<file path="src/rtl/sram_access_sequencer.sv">
// Read/write burst sequencer sharing one single-port SRAM macro.
// Define SRAM_SEQ_RR_EN for round-robin arbitration (default: write wins ties).
module sram_access_sequencer #(
  parameter int ADDR_W = 14,
  parameter int DATA_W = 32,
  parameter int LEN_W  = 4
) (
  input  logic              ACLK,
  input  logic              ARESETn,
  input  logic              rd_req,
  input  logic [ADDR_W-1:0] rd_addr,
  input  logic [LEN_W-1:0]  rd_len,
  output logic              rd_gnt,
  output logic [DATA_W-1:0] rd_data,
  output logic              rd_dvalid,
  output logic              rd_last,
  input  logic              rd_ready,
  input  logic              wr_req,
  input  logic [ADDR_W-1:0] wr_addr,
  input  logic [LEN_W-1:0]  wr_len,
  output logic              wr_gnt,
  input  logic [DATA_W-1:0] wr_data,
  input  logic [DATA_W/8-1:0] wr_strb,
  input  logic              wr_bvalid,
  output logic              wr_bready,
  output logic              wr_done,
  output logic              CEB,
  output logic              WEB,
  output logic [DATA_W-1:0] BWEB,
  output logic [ADDR_W-1:0] A,
  output logic [DATA_W-1:0] D,
  input  logic [DATA_W-1:0] Q
);

  localparam int SW = DATA_W / 8;

  typedef enum logic [2:0] {
    IDLE,
    GRANT,
    RD_BURST,
    RD_DRAIN,
    WR_BURST
  } state_e;

  state_e              state_q, state_d;
  logic                sel_rd_q, sel_rd_d;
  logic [LEN_W-1:0]    cnt_q, cnt_d;
  logic [ADDR_W-1:0]   ptr_q, ptr_d;
  logic [DATA_W-1:0]   rd_data_q, rd_data_d;
  logic                rd_dvalid_q, rd_dvalid_d;
  logic                rd_last_q, rd_last_d;
  logic                wr_done_q, wr_done_d;
  logic                issue, accept, pick_rd;
  logic                ceb, web;
  logic [DATA_W-1:0]   bweb, dout, strb_mask;

`ifdef SRAM_SEQ_RR_EN
  logic last_wr_q, last_wr_d;

  // Ties go to whichever class was not granted last.
  assign pick_rd = rd_req & (~wr_req | last_wr_q);

  always_comb begin
    last_wr_d = last_wr_q;
    if (state_q == IDLE && (rd_req || wr_req)) last_wr_d = ~pick_rd;
  end

  always_ff @(posedge ACLK or negedge ARESETn) begin
    if (!ARESETn) last_wr_q <= 1'b1;
    else          last_wr_q <= last_wr_d;
  end
`else
  assign pick_rd = rd_req & ~wr_req;
`endif

  always_comb begin
    strb_mask = '0;
    for (int i = 0; i < SW; i++) begin
      strb_mask[8*i +: 8] = {8{wr_strb[i]}};
    end
  end

  assign issue  = ~rd_dvalid_q | rd_ready;
  assign accept = rd_dvalid_q & rd_ready;

  always_comb begin
    state_d     = state_q;
    sel_rd_d    = sel_rd_q;
    cnt_d       = cnt_q;
    ptr_d       = ptr_q;
    rd_data_d   = rd_data_q;
    rd_dvalid_d = rd_dvalid_q;
    rd_last_d   = rd_last_q;
    wr_done_d   = 1'b0;
    ceb         = 1'b1;
    web         = 1'b1;
    bweb        = '1;
    dout        = '0;
    rd_gnt      = 1'b0;
    wr_gnt      = 1'b0;
    wr_bready   = 1'b0;
    if (accept) rd_dvalid_d = 1'b0;
    unique case (state_q)
      IDLE: begin
        if (rd_req || wr_req) begin
          sel_rd_d = pick_rd;
          cnt_d    = pick_rd ? rd_len : wr_len;
          ptr_d    = pick_rd ? rd_addr : wr_addr;
          state_d  = GRANT;
        end
      end
      GRANT: begin
        rd_gnt  = sel_rd_q;
        wr_gnt  = ~sel_rd_q;
        state_d = sel_rd_q ? RD_BURST : WR_BURST;
      end
      RD_BURST: begin
        if (issue) begin
          ceb         = 1'b0;
          rd_data_d   = Q;
          rd_dvalid_d = 1'b1;
          rd_last_d   = (cnt_q == '0);
          if (cnt_q == '0) begin
            state_d = RD_DRAIN;
          end else begin
            cnt_d = cnt_q - LEN_W'(1);
            ptr_d = ptr_q + ADDR_W'(1);
          end
        end
      end
      RD_DRAIN: begin
        if (accept && rd_last_q) state_d = IDLE;
      end
      WR_BURST: begin
        wr_bready = 1'b1;
        if (wr_bvalid) begin
          ceb  = 1'b0;
          web  = 1'b0;
          dout = wr_data;
          bweb = ~strb_mask;
          if (cnt_q == '0) begin
            wr_done_d = 1'b1;
            state_d   = IDLE;
          end else begin
            cnt_d = cnt_q - LEN_W'(1);
            ptr_d = ptr_q + ADDR_W'(1);
          end
        end
      end
      default: state_d = IDLE;
    endcase
  end

  always_ff @(posedge ACLK or negedge ARESETn) begin
    if (!ARESETn) begin
      state_q     <= IDLE;
      sel_rd_q    <= 1'b0;
      cnt_q       <= '0;
      ptr_q       <= '0;
      rd_data_q   <= '0;
      rd_dvalid_q <= 1'b0;
      rd_last_q   <= 1'b0;
      wr_done_q   <= 1'b0;
    end else begin
      state_q     <= state_d;
      sel_rd_q    <= sel_rd_d;
      cnt_q       <= cnt_d;
      ptr_q       <= ptr_d;
      rd_data_q   <= rd_data_d;
      rd_dvalid_q <= rd_dvalid_d;
      rd_last_q   <= rd_last_d;
      wr_done_q   <= wr_done_d;
    end
  end

  // Macro is disabled the instant reset asserts, independent of state decode.
  assign CEB       = ceb | ~ARESETn;
  assign WEB       = web;
  assign BWEB      = bweb;
  assign A         = ptr_q;
  assign D         = dout;
  assign rd_data   = rd_data_q;
  assign rd_dvalid = rd_dvalid_q;
  assign rd_last   = rd_last_q;
  assign wr_done   = wr_done_q;

endmodule

</file>
<file path="config.mk">
export PLATFORM = sky130hd
export DESIGN_NAME = sram_access_sequencer
export DESIGN_NICKNAME = d
export VERILOG_FILES = /design/src/rtl/sram_access_sequencer.sv
export SDC_FILE = /design/constraint.sdc
export NUM_CORES = 1
export LEC_CHECK = 0
export BUFFER_PORTS_ARGS = -buffer_cell sky130_fd_sc_hd__buf_2
export CAP_MARGIN = 0
export CORE_MARGIN = 2
export CORE_UTILIZATION = 39
export DETAILED_ROUTE_END_ITERATION = 7
export HOLD_SLACK_MARGIN = 0.06
export PLACE_DENSITY_LB_ADDON = 0.08
export SLEW_MARGIN = 40
export SYNTH_ARGS = -nofsm -noshare
export SYNTH_HDL_FRONTEND = slang
export SYNTH_SLANG_ARGS = --single-unit
</file>
<file path="constraint.sdc">
create_clock -name ACLK -period 1.9 [get_ports ACLK]
set_input_delay 0.475 -clock ACLK [delete_from_list [all_inputs] [get_ports ACLK]]
set_output_delay 0.475 -clock ACLK [all_outputs]
set_load 0.005 [all_outputs]
</file>
==> impl_metrics.yaml <==
outcome:
  outcome: "finished with violations"
  failed_checks: "setup timing"
placement:
  dp_cells: 668
  place_congestion: 0.897
  dp_hpwl_mm: 8.08
  portBuffers: 227
clock_network:
  cts_hold_buf: 0
  clk_pin_slew_ns: 0.08
  h-tree-depth: 3
  cts_tree: "done"
  cts.sinks: 57
  cts_root_buf: "clkbuf_8"
  ctsLongestPathBuffers: 2
  clock_latency_ns: 0.34
  cts_buffers: 9
yosys:
  avgSynthCellArea_um2: 10.1
  ys_types: 62
  ys_ff_latch: 57
  synthArstFlopShare: 1.00
  yosys-top-cells-area: "dfrtp_1, mux2_2, buf_4, and3_1, mux2i_1"
  yosys_warnings: 0
  synth.largest_area_cell: "dfrtp_1"
  synthFlopType: "dfrtp_1"
  netlist.area_leader.share: 0.402
  seq_area_frac_synth: 0.402
  synth_nets: 462
  synth_edf_count: 0
  netlist_area_um2: 3550
  syn_inst: 350
setup_path:
  crit_required_ns: 1.42
  worst_path_most_repeated_cell: "buf_6"
  crit_path_max_fanout: 6
  critPathMaxStageDelay_ns: 0.46
  crit_buf_inv: 3
  cp-start-kind: "flip-flop"
  cpLargestDelayFamily: "flip-flops"
  cp_data_arrival_time_ns: 1.58
  end_kind: "output pin"
  crit_chain: "nor3b_4 > buf_6 > buf_6 > and3_4 > buf_6"
  slowest_stage: "dfrtp_2"
  path_class: "reg2out"
finish:
  final_cell_mix: "buf_2, dfrtp_1, mux2_2"
  syn_to_final_growth_pct: 55.0
  final_common_cell: "buf_2"
  final_core_util: 0.628
  fin_cells: 700
  nets: 699
  n_antenna_cell: 0
  drive_above_1_share: 0.633
job:
  drv_cap: 0
pwr:
  power.internal_w: 0.00488
  power-per-cell-area_nw_per_um2: 1480
  p_switching_w: 0.00327
  power.share.combinational: 0.564
  swShare: 0.401
  p_leak_nw: 2.81
  p_clk_frac: 0.146
  peakVddDrop_uv: 970
  seqPwrFrac: 0.290
  fin_total_pwr_w: 0.00815
global_route:
  grt_pass1_vias: 3614
  grt_max_degree: 58
  grt_first_pass_wirelength_mm: 17.5
  antenna_found_initial: 0
  overflow: 0
  grt_usage: 0.218
sta:
  hold_slack_ns: 0.255
  fin_tns_setup_ns: -8.40
  rsz0062_at_grt: "true"
  hold_viol: 0
  finalMaxSlewViolations: 0
  tightest_slew_ns: 0.535
  slew_headroom: 0.643
  fin_crit_sh: 1.08
  setup_violations: 66
  timing.fmax_mhz: 488
  layout_min_cycle_time_ns: 2.05
  worst_slack_ns: -0.150
  finClkSkew_ns: 0.0142
floorplan:
  die_w_um: 99.4
  die_h_um: 99.4
  core_area_um2: 8760
  initial_core_util: 0.405
  die_area_um2: 9880
  core.rowCount: 34
  io_pins: 228
detailed_routing:
  ant_nets: 0
  via_count: 3743
  wl_per_cell_um: 16.6
  drt_iter0_markers: 149
  first_pass_iters: 4
  wl_mm: 11.6
  post-route-drc-count: 0
  vias_per_cell: 5.35
worst_hold_path:
  hold_class: "in2async"
[cell usage after synthesis, drive strengths merged (3+ instances only)]
library cell	instances
a211oi	5
or3	5
nor3	12
and4	3
a22oi	3
and3	37
nand2b	3
mux2i	10
buf	44
nor4	12
nand3	9
clkbuf	7
inv	6
nand4	7
o22a	7
dfrtp	57
nand2	22
nor2	5
a31oi	4
o21ai	6
a21oi	8
mux2	39
[metrics by stage]
stage / instance area (µm²) / setup WS [ns]
4_1_cts: 5200 / -0.160
5_1_grt: 5500 / -0.215
3_5_place_dp: 4780 / -0.0389
6_report: 5500 / -0.150
3_3_place_gp: 4780 / -0.0545
2_1_floorplan: 3560 / 0.0358
[state kept, by name (all words and copies together), names as in the netlist]
name and cells:
A 14, cnt_q 4, rd_data 32, rd_dvalid 1, rd_last 1, sel_rd_q 1, state_q 3, wr_done 1
[final timing paths]
path / startpoint / endpoint / slack, ns / cells after the start
max: state_q[1]$_DFFE_PN0P_ / D[21] / -0.15 / 5
min: ARESETn / A[5]$_DFFE_PN0P_ / 0.25 / 2
max reg2reg: state_q[1]$_DFFE_PN0P_ / A[0]$_DFFE_PN0P_ / 0.03 / 6
min reg2reg: rd_data[28]$_DFFE_PN0P_ / rd_data[28]$_DFFE_PN0P_ / 0.50 / 1
max in group asynchronous: ARESETn / state_q[2]$_DFFE_PN0P_ / 1.22 / 2
min in group ACLK: Q[22] / rd_data[22]$_DFFE_PN0P_ / 0.36 / 2
[logic make-up (layout without fill, tap and decap cells)]
| kind of cell | after synthesis | after routing | share of synthesized area |
|---|---|---|---|
| simple gates | 126 | 127 | 0.213 |
| compound gates | 57 | 57 | 0.118 |
| flops | 57 | 57 | 0.402 |
| buf+inv | 57 | 298 | 0.0973 |
| mux | 49 | 49 | 0.152 |
| fa+ha+maj | 2 | 2 | 0.00705 |
| xor+xnor | 2 | 2 | 0.0102 |
[power groups by stage]
| stage | logic, W | registers (W) | clock network, W |
|---|---|---|---|
| 2_1_floorplan | 0.00230 | 0.00229 | 0 |
| 3_3_place_gp | 0.00381 | 0.00233 | 0 |
| 3_5_place_dp | 0.00388 | 0.00234 | 0 |
| 4_1_cts | 0.00410 | 0.00233 | 0.00121 |
| 5_1_grt | 0.00498 | 0.00245 | 0.00126 |
| 6_report | 0.00460 | 0.00236 | 0.00119 |
[layer usage]
layer	wire length, µm	global-route usage	up-vias
met3	935	0.0625	8
li1	-	-	1769
met2	5680	0.355	180
met5	0	0	-
met1	4920	0.288	1786
met4	79	0.0537	0
[final cells by class]
type / instances / area (µm²)
Timing Repair Buffer: 276 / 1660
Tap cell: 108 / 135
Fill cell: 767 / 3260
Sequential cell: 57 / 1430
Clock inverter: 6 / 67.6
Multi-Input combinational cell: 237 / 2050
Clock buffer: 10 / 138
Inverter: 6 / 22.5
[repair_timing]
item / 4_1_cts / 5_1_grt
gates resized for setup: 32 / 46
pin swaps: 12 / 11
endpoints found under the setup margin: 75 / 89
buffers inserted: 6 / 5
gates cloned: 3 / 2
(Power assumes the default switching activity.)
